## src/rtl/sbox_pkg.sv

```systemverilog
// Shared sizes and FSM encoding for the writable DES S-box store.
// No logic; latency not applicable.
// Backpressure not applicable; CHK is only reachable when SBOX_CHECKSUM_EN is defined.
package sbox_pkg;
   localparam int NUM_BOX     = 8;
   localparam int ENTRIES     = 64;
   localparam int DW          = 4;
   localparam int TABLE_DEPTH = NUM_BOX * ENTRIES;
   localparam int ADDR_W      = 9;

   typedef enum logic [1:0] {
      IDLE = 2'd0,
      LOAD = 2'd1,
      CHK  = 2'd2
   } state_t;
endpackage

```

## src/rtl/sbox_table_loader_if.sv

```systemverilog
// Bundle of load-stream handshake, lookup request and status signals of the S-box store.
// Pure wiring, no latency.
// Stream beat moves when s_valid & s_ready; lookup side has no backpressure.
interface sbox_table_loader_if;
   import sbox_pkg::*;

   logic          load_start;
   logic          s_valid;
   logic          s_ready;
   logic [DW-1:0] s_data;
   logic [2:0]    box;
   logic [1:0]    row;
   logic [3:0]    col;
   logic [DW-1:0] dout;
   logic          busy;
   logic          loaded;
   logic          err;

   modport master (
      output load_start, s_valid, s_data, box, row, col,
      input  s_ready, dout, busy, loaded, err
   );

   modport slave (
      input  load_start, s_valid, s_data, box, row, col,
      output s_ready, dout, busy, loaded, err
   );
endinterface

```

## src/rtl/sbox_ram.sv

```systemverilog
// 512x4 table RAM: one synchronous write port, one registered read port.
// Read data appears one cycle after raddr_i; write lands on the clock edge.
// No backpressure; rd_en_i low forces the read register to zero instead of reading.
module sbox_ram
   import sbox_pkg::*;
(
   input  logic              clk,
   input  logic              rstn_i,
   input  logic              we_i,
   input  logic [ADDR_W-1:0] waddr_i,
   input  logic [DW-1:0]     wdata_i,
   input  logic              rd_en_i,
   input  logic [ADDR_W-1:0] raddr_i,
   output logic [DW-1:0]     rdata_o
);
   logic [DW-1:0] mem_q [TABLE_DEPTH];
   logic [DW-1:0] rdata_q;

   // Table storage: contents survive reset, validity is tracked by the loader.
   always_ff @(posedge clk) begin
      if (we_i) begin
         mem_q[waddr_i] <= wdata_i;
      end
   end

   // Registered read; gated to zero so a partial or invalid table is never visible.
   always_ff @(posedge clk or negedge rstn_i) begin
      if (!rstn_i) begin
         rdata_q <= '0;
      end else if (rd_en_i) begin
         rdata_q <= mem_q[raddr_i];
      end else begin
         rdata_q <= '0;
      end
   end

   assign rdata_o = rdata_q;
endmodule

```

## src/rtl/sbox_table_loader.sv

```systemverilog
// Writable DES S-box store: loads 512 nibbles from a stream, then serves {box,row,col} lookups.
// Lookup latency 1 cycle (dout registered); load takes 512 accepted beats (+2 checksum beats).
// s_ready high in LOAD/CHK, low in IDLE; optional trailing sum check under SBOX_CHECKSUM_EN.
module sbox_table_loader
   import sbox_pkg::*;
(
   input  logic                 clk,
   input  logic                 rstn,
   sbox_table_loader_if.slave   bus
);
   state_t            state_q, state_d;
   logic [ADDR_W-1:0] addr_q, addr_d;
   logic              loaded_q, loaded_d;
   logic              ram_we;
   logic              rd_en;
   logic              beat;

`ifdef SBOX_CHECKSUM_EN
   logic [7:0]        sum_q, sum_d;
   logic              chk_hi_q, chk_hi_d;
   logic [DW-1:0]     chk_lo_q, chk_lo_d;
   logic              err_q, err_d;
`endif

   assign beat = bus.s_valid & bus.s_ready;

   // Next state, write strobe and counter/flag updates; defaults hold every register.
   always_comb begin
      state_d     = state_q;
      addr_d      = addr_q;
      loaded_d    = loaded_q;
      ram_we      = 1'b0;
      bus.s_ready = 1'b0;
`ifdef SBOX_CHECKSUM_EN
      sum_d       = sum_q;
      chk_hi_d    = chk_hi_q;
      chk_lo_d    = chk_lo_q;
      err_d       = err_q;
`endif
      case (state_q)
         IDLE: begin
            if (bus.load_start) begin
               state_d  = LOAD;
               addr_d   = '0;
               loaded_d = 1'b0;
`ifdef SBOX_CHECKSUM_EN
               sum_d    = '0;
               err_d    = 1'b0;
`endif
            end
         end
         LOAD: begin
            bus.s_ready = 1'b1;
            if (bus.s_valid) begin
               ram_we = 1'b1;
`ifdef SBOX_CHECKSUM_EN
               sum_d  = sum_q + 8'(bus.s_data);
`endif
               // Terminal address is tested before incrementing, so the counter never wraps.
               if (addr_q == ADDR_W'(TABLE_DEPTH - 1)) begin
`ifdef SBOX_CHECKSUM_EN
                  state_d  = CHK;
                  chk_hi_d = 1'b0;
`else
                  state_d  = IDLE;
                  loaded_d = 1'b1;
`endif
               end else begin
                  addr_d = addr_q + 1'b1;
               end
            end
         end
`ifdef SBOX_CHECKSUM_EN
         CHK: begin
            bus.s_ready = 1'b1;
            if (bus.s_valid) begin
               if (!chk_hi_q) begin
                  chk_lo_d = bus.s_data;
                  chk_hi_d = 1'b1;
               end else begin
                  state_d = IDLE;
                  if ({bus.s_data, chk_lo_q} == sum_q) begin
                     loaded_d = 1'b1;
                  end else begin
                     loaded_d = 1'b0;
                     err_d    = 1'b1;
                  end
               end
            end
         end
`endif
         default: begin
            state_d = IDLE;
         end
      endcase
   end

   // FSM, address counter and loaded flag.
   always_ff @(posedge clk or negedge rstn) begin
      if (!rstn) begin
         state_q  <= IDLE;
         addr_q   <= '0;
         loaded_q <= 1'b0;
      end else begin
         state_q  <= state_d;
         addr_q   <= addr_d;
         loaded_q <= loaded_d;
      end
   end

`ifdef SBOX_CHECKSUM_EN
   // Running sum of table nibbles plus the captured expected-sum low nibble.
   always_ff @(posedge clk or negedge rstn) begin
      if (!rstn) begin
         sum_q    <= '0;
         chk_hi_q <= 1'b0;
         chk_lo_q <= '0;
         err_q    <= 1'b0;
      end else begin
         sum_q    <= sum_d;
         chk_hi_q <= chk_hi_d;
         chk_lo_q <= chk_lo_d;
         err_q    <= err_d;
      end
   end

   assign bus.err = err_q;
`else
   assign bus.err = 1'b0;
`endif

   // Reads only while a complete table is present and no load is running.
   assign rd_en      = (state_q == IDLE) && loaded_q;
   assign bus.busy   = (state_q != IDLE);
   assign bus.loaded = loaded_q;

   sbox_ram u_ram (
      .clk     (clk),
      .rstn_i  (rstn),
      .we_i    (ram_we),
      .waddr_i (addr_q),
      .wdata_i (bus.s_data),
      .rd_en_i (rd_en),
      .raddr_i ({bus.box, bus.row, bus.col}),
      .rdata_o (bus.dout)
   );

   logic unused_beat;
   assign unused_beat = beat;
endmodule
```

## src/flat_wrapper.sv

```systemverilog
// flat-port wrapper written by rule: the top's interface ports become plain ports
module sbox_table_loader_flat import sbox_pkg::*;
  (clk, rstn, bus_load_start, bus_s_valid, bus_s_data, bus_box, bus_row, bus_col, bus_s_ready, bus_dout, bus_busy, bus_loaded, bus_err);
  sbox_table_loader_if bus_i ();
  input  logic clk;
  input  logic rstn;
  input wire logic [$bits(bus_i.load_start)-1:0] bus_load_start;
  input wire logic [$bits(bus_i.s_valid)-1:0] bus_s_valid;
  input wire logic [$bits(bus_i.s_data)-1:0] bus_s_data;
  input wire logic [$bits(bus_i.box)-1:0] bus_box;
  input wire logic [$bits(bus_i.row)-1:0] bus_row;
  input wire logic [$bits(bus_i.col)-1:0] bus_col;
  output wire logic [$bits(bus_i.s_ready)-1:0] bus_s_ready;
  output wire logic [$bits(bus_i.dout)-1:0] bus_dout;
  output wire logic [$bits(bus_i.busy)-1:0] bus_busy;
  output wire logic [$bits(bus_i.loaded)-1:0] bus_loaded;
  output wire logic [$bits(bus_i.err)-1:0] bus_err;
  assign bus_i.load_start = bus_load_start;
  assign bus_i.s_valid = bus_s_valid;
  assign bus_i.s_data = bus_s_data;
  assign bus_i.box = bus_box;
  assign bus_i.row = bus_row;
  assign bus_i.col = bus_col;
  assign bus_s_ready = bus_i.s_ready;
  assign bus_dout = bus_i.dout;
  assign bus_busy = bus_i.busy;
  assign bus_loaded = bus_i.loaded;
  assign bus_err = bus_i.err;
  sbox_table_loader u_core (.clk(clk), .rstn(rstn), .bus(bus_i));
endmodule
```

## config.mk

```make
export PLATFORM = sky130hd
export DESIGN_NAME = sbox_table_loader_flat
export DESIGN_NICKNAME = d
export VERILOG_FILES = /design/src/rtl/sbox_pkg.sv /design/src/rtl/sbox_table_loader_if.sv /design/src/rtl/sbox_ram.sv /design/src/rtl/sbox_table_loader.sv /design/src/flat_wrapper.sv
export SDC_FILE = /design/constraint.sdc
export NUM_CORES = 2
export LEC_CHECK = 0
export CAP_MARGIN = 20
export CORE_MARGIN = 4
export CORE_UTILIZATION = 63
export DETAILED_ROUTE_END_ITERATION = 16
export HOLD_SLACK_MARGIN = 0.12
export PLACE_DENSITY = 0.79
export RECOVER_POWER = 100
export SLEW_MARGIN = 20
export SYNTH_ARGS = -nofsm -noshare
export SYNTH_HDL_FRONTEND = slang
export SYNTH_SLANG_ARGS = --single-unit
export TNS_END_PERCENT = 30
```

## constraint.sdc

```tcl
create_clock -name clk -period 2.58 [get_ports clk]
set_input_delay 0.516 -clock clk [delete_from_list [all_inputs] [get_ports clk]]
set_output_delay 0.516 -clock clk [all_outputs]
set_load 0.05 [all_outputs]
```

==> reports/results.tsv <==
stage	metric	value	unit
status	status	finished with violations	
status	failing checks	max-capacitance violations, max-slew violations	
place	hpwl dp	133000	um
place	Cell Area, Placed	0.0899	mm^2
yosys	most common flop cell mapped by yosys	edfxtp_1	
power_and_ir_drop	Pwr per Cell Area	747	mW/mm^2
critical_path	CP endpoint	u_core.u_ram.rdata_o[0]	
detailed_routing	WL final	213000	um
sta	Final Hold Viols	0	
place	Port-buffer cells	23	
yosys	largest cells by area after synthesis	edfxtp_1 (75%), mux4_2 (10%), nor2_1 (2.7%)	
yosys	largest area contributor in the netlist	edfxtp_1	
die	Die H	369	um
critical_path	Worst EP arrival	3270	ps
run	number of max-cap violations	1	
clock_network	clock sinks	2063	
sta	worst hold slack	523	ps
die	io pins	25	
die	Row Count	132	
die	Initial Util	63.4	%
finish	Area Overhead vs Synth	15.7	%
sta	Final Max Slew Viols	71	
critical_path	CP Launch Point	u_core.u_ram.mem_q[167][0]	
global_route	initial antenna violation count	2	
clock_network	Num CTS Buffers	195	
global_route	largest net degree at the start of global routing	137	
finish	Seq. cell area	0.0619	mm^2
power_and_ir_drop	leakage power	30.7	nW
place	Inst Count DP	6603	
sta	period utilization	100	%
worst_hold_path	Worst Hold Class	input pin to flip-flop	
yosys	post-synthesis sequential area ratio	75.3	%
clock_network	Clock Root Buffer	clkbuf_16	
yosys	Synth top area share	74.9	%
detailed_routing	Via density	6.72	
finish	layout cells sized above 1	25.9	%
place	gp weighted congestion	0.896	
sta	Fmax	388	MHz
sta	Final Critical Period	2580	ps
critical_path	reg2reg path depth	8	
finish	design area	0.0950	mm^2
yosys	Syn Nets	4369	
clock_network	CTS tree	done	
critical_path	worst-path fanout max	2	
die	Die W	369	um
detailed_routing	drt drc	0	
critical_path	crit path kind	flip-flop to flip-flop	
critical_path	critical path capture point type	flip-flop	
yosys	Post-synth EDFFs	2048	
sta	RSZ-0062 raised after global routing	yes	
yosys	ys async rst share	0.727	%
sta	worst slew pin tran	1960	ps
critical_path	startpoint class of the critical path	flip-flop	
die	total core area	0.129	mm^2
sta	endpoints failing setup	0	
global_route	grt ovf	0	
yosys	total number of yosys warnings	0	
finish	Final Non-Filler Cells	6967	
power_and_ir_drop	Peak VDD IR	749	uV
finish	Multi-input gate area	0.0186	mm^2
sta	skew final	28.6	ps
detailed_routing	initial DRC count	6757	
detailed_routing	routed length per instance	30.5	um
clock_network	clock slew at reported path FFs	70	ps
die	die area	0.136	mm^2
yosys	Syn Inst Count	4347	
yosys	Mean Syn Cell Area	18.9	um^2
global_route	vias in the first global route	47978	
clock_network	post-CTS setup buffers	0	
global_route	first-pass GRT wire length	317000	um
critical_path	R2R Setup Slk	0.6	ps
global_route	Overall Global Routing Usage	31.7	%
yosys	FF+latch count, synth	2063	
detailed_routing	Antenna Nets Post-Route	0	
critical_path	reg2reg end	u_core.u_ram.rdata_o[0]	
clock_network	CTS Buffer Depth	3	
finish	nets@finish	5084	
finish	# fillers	7284	
detailed_routing	Via Count	46822	
yosys	synthesized cell area	0.0821	mm^2
clock_network	htree depth	4	
yosys	Unique masters post-synth	78	
worst_hold_path	Hold Startpoint	bus_s_valid	
detailed_routing	DRT Pass-1 Iters	6	
sta	Slew HR	-30.8	%
critical_path	WP data required	3270	ps
power_and_ir_drop	Power, Total	0.0710	W
clock_network	Clock Latency Late Sink	820	ps
critical_path	reg-to-reg critical path startpoint	u_core.u_ram.mem_q[167][0]	
routing by layer:
layer | part of all wire (%) | vias to the layer above | global-route usage (%) | wire, um
met5 | 0 | - | 0 | 0
met4 | 5.4 | 0 | 15.1 | 11400
met3 | 11 | 703 | 7.39 | 24300
met2 | 49 | 3315 | 50.7 | 103000
met1 | 35 | 23748 | 42.0 | 73400
li1 | - | 19056 | - | -
cell type report:
class	count	area share, %
sequential	2063	65.1
multi-input combinational	1990	19.6
timing repair buffer	805	6.17
clock buffer	240	5.47
tap	1742	2.29
clock inverter	119	1.29
inverter	7	0.0277
antenna	1	0.00263
power breakdown:
group	switching (W)	leakage, nW	internal [W]	total [W]
registers	0.000105	18.6	0.0370	0.0371
logic	0.00327	8.93	0.00172	0.00498
clock network	0.0123	3.15	0.0166	0.0289
total	0.0156	30.7	0.0553	0.0710
layout by cell type (no fill, tap or decap), drive strengths merged, types with 23 or more instances in the layout:
| cell type | synthesis | routed |
|---|---|---|
| a211oi | 26 | 26 |
| a21oi | 61 | 61 |
| a221oi | 36 | 36 |
| a22oi | 70 | 70 |
| buf | 145 | 471 |
| bufinv | 0 | 23 |
| clkbuf | 142 | 558 |
| clkinv | 1 | 84 |
| edfxtp | 2048 | 2048 |
| mux2 | 99 | 99 |
| mux2i | 174 | 174 |
| mux4 | 378 | 378 |
| nand2 | 125 | 125 |
| nand3 | 29 | 29 |
| nor2 | 600 | 600 |
| nor2b | 37 | 37 |
| o21ai | 26 | 26 |
| o221ai | 53 | 53 |
| o22ai | 56 | 56 |
synthesized netlist by cell type, types with 12 or more instances:
| cell | count |
|---|---|
| mux2i_1 | 174 |
| edfxtp_1 | 2048 |
| a22oi_1 | 70 |
| a21oi_1 | 61 |
| o211ai_1 | 15 |
| buf_6 | 48 |
| nand3_1 | 29 |
| nor2b_1 | 37 |
| dfrtp_1 | 15 |
| a22o_1 | 12 |
| nand4_1 | 17 |
| o22ai_1 | 56 |
| clkbuf_1 | 140 |
| o221ai_1 | 53 |
| buf_4 | 34 |
| nor3_1 | 13 |
| nand2_1 | 125 |
| nor4_1 | 20 |
| nor2_1 | 599 |
| o21ai_0 | 25 |
| mux2_2 | 99 |
| a221oi_1 | 35 |
| buf_2 | 48 |
| a211oi_1 | 26 |
| mux4_2 | 367 |
| a221o_1 | 13 |
registers in the layout, indices dropped and copies added, names as in the netlist:
register / count
u_core.u_ram.mem_q: 2048
u_core.addr_q: 9
u_core.u_ram.rdata_o: 4
u_core.bus.loaded: 1
u_core.state_q: 1
kinds of logic after synthesis:
logic type	after synthesis	synth area share, %
fa+ha+maj	5	0.0762
mux	651	13.9
other cells	1	0.00457
compound gates	435	3.93
buf+inv	294	2.12
xor+xnor	4	0.0427
simple gates	894	4.61
flops	2063	75.3
worst min-delay path by stage:
stage | cells after the start | slack (ps) | to
2_1_floorplan | 0 | 220 | u_core.addr_q[0]
3_3_place_gp | 1 | 570 | u_core.addr_q[0]
3_5_place_dp | 1 | 600 | u_core.addr_q[0]
4_1_cts | 1 | 150 | u_core.u_ram.mem_q[291][1]
5_1_grt | 3 | 500 | u_core.state_q[0]
6_report | 3 | 520 | u_core.state_q[0]
stage by stage:
step,TNS [ps],setup WS (ps),utilization (%)
6_report,0,0.600,73.4
3_3_place_gp,-31030,-905,69.5
4_1_cts,-121,-121,74.5
5_1_grt,-2060,-48.5,73.4
2_1_floorplan,0,2.45,-
3_5_place_dp,-60960,-949,69.5
what timing repair did:
item                                    4_1_cts  5_1_grt
endpoints found under the setup margin      272       85
hold buffers                                  4        0
resized for setup                            13       11
pin swaps                                     0        0
hold endpoints to repair                     92        0
critical path, cell delays in order, from the launching register on:
cell and delay (ps):
edfxtp_1 370, mux4_2 540, a22oi_1 220, a21oi_1 130
nor4_1 530, buf_4 230, nor4_1 80, a22oi_1 230
o211ai_1 120
(Power assumes the default switching activity.)
